<file path="config.mk">
export PLATFORM = sky130hd
export DESIGN_NAME = alu_seq
export DESIGN_NICKNAME = d
export VERILOG_FILES = /design/src/rtl/alu_seq.sv
export SDC_FILE = /design/constraint.sdc
export NUM_CORES = 1
export LEC_CHECK = 0
export BUFFER_PORTS_ARGS = -buffer_cell sky130_fd_sc_hd__buf_2
export CAP_MARGIN = 20
export CORE_AREA = 2 2 186 188
export CTS_BUF_LIST = sky130_fd_sc_hd__clkbuf_4 sky130_fd_sc_hd__clkbuf_8
export CTS_CLUSTER_SIZE = 25
export DETAILED_ROUTE_END_ITERATION = 6
export DIE_AREA = 0 0 188 190
export GPL_TIMING_DRIVEN = 0
export PLACE_DENSITY = 0.46
export RECOVER_POWER = 25
export SKIP_LAST_GASP = 1
export SLEW_MARGIN = 20
export SYNTH_ARGS = -nofsm -noshare
export SYNTH_HDL_FRONTEND = slang
export SYNTH_SLANG_ARGS = --single-unit
</file>
<file path="constraint.sdc">
create_clock -name clk -period 3 [get_ports clk]
set_clock_uncertainty 0.2 [all_clocks]
set_input_delay 0.3 -clock clk [delete_from_list [all_inputs] [get_ports clk]]
set_output_delay 0.3 -clock clk [all_outputs]
set_load 0.01 [all_outputs]
</file>
<file path="src/rtl/alu_seq.sv">
// alu_seq: registered ALU with a valid/ready handshake on the input and output
// sides, and an optional iterative shift-add multiplier.
//
// Ports:
//   clk        clock; all state updates on the rising edge
//   rst_n      asynchronous active-low reset
//   in_valid   operands/opcode presented
//   in_ready   block can accept (combinational)
//   a, b       operands; b[SHW-1:0] is the shift amount
//   alu_ctrl   opcode: 0 add, 1 sub, 2 and, 3 or, 4 xor, 5 sltu, 6 slt,
//              7 sll, 8 srl, 9 sra, A mul, B-F give 0
//   out_valid  result holds an unconsumed value
//   out_ready  consumer accepts result
//   result     registered result
//   busy       high while the multiplier iterates
//
// Build option: define ALU_SEQ_MUL_EN to turn opcode A into a WIDTH-cycle
// iterative multiply. Without it opcode A is a single-cycle op returning 0,
// busy is tied low and no multiplier state exists.

module alu_seq #(
  parameter int WIDTH = 32
) (
  input  logic             clk,
  input  logic             rst_n,
  input  logic             in_valid,
  output logic             in_ready,
  input  logic [WIDTH-1:0] a,
  input  logic [WIDTH-1:0] b,
  input  logic [3:0]       alu_ctrl,
  output logic             out_valid,
  input  logic             out_ready,
  output logic [WIDTH-1:0] result,
  output logic             busy
);

  localparam int SHW = $clog2(WIDTH);

  logic [SHW-1:0]   shamt;
  logic [WIDTH-1:0] alu_next;
  logic [WIDTH-1:0] result_reg;
  logic             out_valid_reg;

  assign shamt     = b[SHW-1:0];
  assign result    = result_reg;
  assign out_valid = out_valid_reg;

  // Single-cycle function of the presented operands.
  always_comb begin
    alu_next = '0;
    case (alu_ctrl)
      4'h0:    alu_next = a + b;
      4'h1:    alu_next = a - b;
      4'h2:    alu_next = a & b;
      4'h3:    alu_next = a | b;
      4'h4:    alu_next = a ^ b;
      4'h5:    alu_next = {{(WIDTH-1){1'b0}}, (a < b)};
      4'h6:    alu_next = {{(WIDTH-1){1'b0}}, ($signed(a) < $signed(b))};
      4'h7:    alu_next = a << shamt;
      4'h8:    alu_next = a >> shamt;
      4'h9:    alu_next = $signed(a) >>> shamt;
      default: alu_next = '0;
    endcase
  end

`ifdef ALU_SEQ_MUL_EN

  typedef enum logic {IDLE, MUL} state_t;

  localparam logic [3:0]     OP_MUL   = 4'hA;
  localparam logic [SHW-1:0] CNT_LAST = SHW'(WIDTH - 1);

  state_t           state_reg;
  logic [WIDTH-1:0] mcand_reg;
  logic [WIDTH-1:0] mplr_reg;
  logic [WIDTH-1:0] acc_reg;
  logic [WIDTH-1:0] acc_next;
  logic [SHW-1:0]   cnt_reg;

  // Partial-product add for the current multiplier bit; on the last
  // iteration this sum is the final product.
  assign acc_next = mplr_reg[0] ? (acc_reg + mcand_reg) : acc_reg;

  assign in_ready = (state_reg == IDLE) && (!out_valid_reg || out_ready);
  assign busy     = (state_reg == MUL);

  always_ff @(posedge clk or negedge rst_n) begin
    if (!rst_n) begin
      state_reg     <= IDLE;
      result_reg    <= '0;
      out_valid_reg <= 1'b0;
      mcand_reg     <= '0;
      mplr_reg      <= '0;
      acc_reg       <= '0;
      cnt_reg       <= '0;
    end else begin
      case (state_reg)
        IDLE: begin
          if (in_valid && in_ready) begin
            if (alu_ctrl == OP_MUL) begin
              // Any pending output is being consumed this same cycle, so
              // the output register can go invalid while we iterate.
              mcand_reg     <= a;
              mplr_reg      <= b;
              acc_reg       <= '0;
              cnt_reg       <= '0;
              out_valid_reg <= 1'b0;
              state_reg     <= MUL;
            end else begin
              result_reg    <= alu_next;
              out_valid_reg <= 1'b1;
            end
          end else if (out_valid_reg && out_ready) begin
            out_valid_reg <= 1'b0;
          end
        end
        MUL: begin
          acc_reg   <= acc_next;
          mcand_reg <= mcand_reg << 1;
          mplr_reg  <= mplr_reg >> 1;
          cnt_reg   <= cnt_reg + SHW'(1);
          if (cnt_reg == CNT_LAST) begin
            result_reg    <= acc_next;
            out_valid_reg <= 1'b1;
            state_reg     <= IDLE;
          end
        end
        default: state_reg <= IDLE;
      endcase
    end
  end

`else

  assign in_ready = !out_valid_reg || out_ready;
  assign busy     = 1'b0;

  always_ff @(posedge clk or negedge rst_n) begin
    if (!rst_n) begin
      result_reg    <= '0;
      out_valid_reg <= 1'b0;
    end else if (in_valid && in_ready) begin
      // Covers the simultaneous drain-and-refill case: no bubble.
      result_reg    <= alu_next;
      out_valid_reg <= 1'b1;
    end else if (out_valid_reg && out_ready) begin
      out_valid_reg <= 1'b0;
    end
  end

`endif

endmodule
</file>
==> impl_metrics.toml <==
[synth]
syn_area_mm2 = 0.00994
synth_seq_area_share = 0.0831
synth_top_family_by_area = "compound AO/OA/AOI/OAI gates"
synthCells = 1363
synth_fa_ha_area_frac = 0.126
synth-simple-area-share = 0.188
synthXorXnorAreaFrac = 0.0203
ys_warn_count = 0
synth_mux_area_frac = 0.173
syn-mean-instance-area_um2 = 7.29
synthFlopType = "dfrtp_1"
synth_edf_count = 0
async_reset_ff_frac = 1.00
syn-num-nets = 1534
synth_compound_area_frac = 0.324
synth.distinct_cells = 80
ys_seq_elements = 33

[critical_path]
critical_path_class = "input port to flop"
endpoint_kind = "flop"
critPathBufInv = 3
r2r_slack_ns = 0.15
cp_cell_sequence = "buf_2, buf_12, buf_6, mux4_2, mux2i_1, nor2_1, o21ai_1, o211ai_1, or4_1, nand4_1, a31oi_1"
r2r-start = "out_valid"
start_kind = "input port"
critPathLaunch = "b[0]"
critPathMaxStageDelay_ns = 0.60
crit_fanout = 10
worstRegToRegCells = 7
worst_ep_required_time_ns = 2.99
cpLargestDelayFamily = "multiplexers"
slowest_stage = "or4_1"
cp.arrival_ns = 3.12
rr_endpoint = "result[0]"

[power]
total_power_mw = 3.63
p_int_mw = 1.76
p_leak_nw = 5.37
power_density_mw_per_mm2 = 277
combPwrFrac = 0.716
clockPowerShare = 0.134
p_sw_frac = 0.516
max-vdd-ir-drop_uv = 192
p_sw_mw = 1.88
pwr-share-seq = 0.150

[timing]
fmax_ghz = 0.320
final_max_slew_viol_count = 0
post-route-min-period_ns = 3.13
post-route-period-util = 1.04
tightest_slew_ns = 1.02
fin_ws_ns = -0.128
slew_headroom = 0.316
setup_viol = 8
hold_viol_final = 0
finalSetupTns_ns = -0.485
rsz0062_at_grt = "true"
fin_hold_ws_ns = 0.00286

[routing]
wl_per_cell_um = 30.2
drt_wl_total_mm = 60.2
highest-signal-layer = "met4"
antenna_left = 0
routed_via_density = 6.34
wl_met2_mm = 27.3
drc = 0
route.vias.total = 12644
dr.pass1.iters = 5
wl_met1_mm = 24.5
wl_met3_mm = 5.80
first_iter_violations = 1450

[outcome]
violations = "setup timing"
outcome = "finished, violations left"

[clocking]
cts_max_level = 2
tritoncts = "built"
insertion_delay_ns = 0.31
clock-root-buffer = "clkbuf_8"
clock-sinks = 33
path_clk_slew_ns = 0.08
cts_buffers = 5
clock_path_buffers = 2

[global_routing]
grt_util_all_layers = 0.327
antenna_found_initial = 0
grt_max_degree = 34
grt_pass1_wl_mm = 85.6
grt.overflow.total = 0
grt_pass1_vias = 12086

[min_path]
worstHoldPathCells = 2
hold_path_class = "input port to flop"
hold_end = "out_valid"
min_from = "in_valid"

[finish]
largest_reg_flops = 32
fillerInstances = 3615
drive_above_1_share = 0.295
synthToLayoutAreaGrowth_pct = 32.1
fin_nets = 1707

[place]
numPortBuffers = 104
hpwl_mm = 47.7
gp_congestion = 1.05

[floorplan]
die_x_um = 188
num_rows = 68
ios = 107
initial_core_util = 0.293
fp.dieH_um = 190
dieArea_mm2 = 0.0357
coreArea_mm2 = 0.0339

[job]
drv_cap = 0
[cell type report]
class,instances,area [um2],share of cell area
multi-input cells,1118,9230,0.703
clock inverters,1,30.0,0.00229
inverters,100,440,0.0335
plain buffers,92,648,0.0494
diodes,1,2.50,0.000191
flip-flops and latches,33,826,0.0629
clock buffers,7,90.1,0.00686
well taps,455,569,0.0434
repair buffers,186,1290,0.0983
[worst max path at each step]
stage | end | depth (start not counted)
2_1_floorplan | result[30] | 16
3_3_place_gp | result[3] | 13
3_5_place_dp | result[0] | 14
4_1_cts | result[30] | 16
5_1_grt | result[30] | 12
6_report | result[30] | 11
[per-stage QoR]
| step | setup slack, ns | area (um2) | instances | util |
|---|---|---|---|---|
| after global placement | -1.75 | 11300 | 1922 | 0.332 |
| after CTS | -0.229 | 12500 | 1967 | 0.368 |
| after detailed placement | -1.44 | 11300 | 1924 | 0.333 |
| final | -0.128 | 13100 | 1993 | 0.387 |
| after global routing | -0.152 | 13100 | 1992 | 0.387 |
| after floorplan | -0.179 | 10200 | 1363 | - |
[cell usage in the layout (no fill, tap or decap), types with 19 or more instances in the layout]
cell and n:
nand2_1 109, mux4_2 53, a22oi_1 19, nor3_1 31
o21ai_1 40, inv_1 74, a21o_1 21, o211ai_1 31
ha_1 80, dfrtp_1 33, buf_4 84, clkbuf_1 57
nand3_1 36, clkbuf_2 26, o21ai_0 62, a21oi_1 107
nor2_1 137, buf_2 68
[repair_timing]
item / in CTS / in global routing
setup endpoints to repair: 32 / 31
setup buffers: 43 / 36
hold buffers: 1 / 0
gates resized for setup: 193 / 137
hold endpoints to repair: 33 / 0
pin swaps: 58 / 51
[power groups by stage]
stage	Combinational, mW	Clock [mW]	Sequential (mW)
final	2.60	0.487	0.546
after global routing	2.72	0.501	0.552
after CTS	2.38	0.477	0.543
after detailed placement	2.15	0	0.552
after global placement	2.15	0	0.552
after floorplan	1.28	0	0.565
[routing by layer]
layer,up-vias,track usage
li1,5450,-
met1,6227,0.432
met2,815,0.530
met3,152,0.0544
met4,0,0.136
met5,-,0
[synthesized netlist by cell type, drive strengths merged (31+ instances only)]
cell type,instances,area share
mux2i,32,0.032
a21oi,124,0.063
dfrtp,33,0.083
nor3,37,0.019
mux4,53,0.12
o21ai,110,0.055
o211ai,31,0.023
buf,37,0.019
nand2,110,0.042
nor2,141,0.053
clkbuf,75,0.028
ha,97,0.12
inv,100,0.038
nand3,39,0.020
[kinds of logic (layout without fill, tap and decap cells)]
kind of cell,Yosys count,after routing
other,1,2
XOR/XNOR,23,23
adder cells (fa/ha/maj),99,99
AO/OA/AOI/OAI,483,483
multiplexers,103,103
buffers and inverters,212,386
flip-flops,33,33
AND/OR/NAND/NOR,409,409
Note: power is estimated with default switching activity, not from simulation.
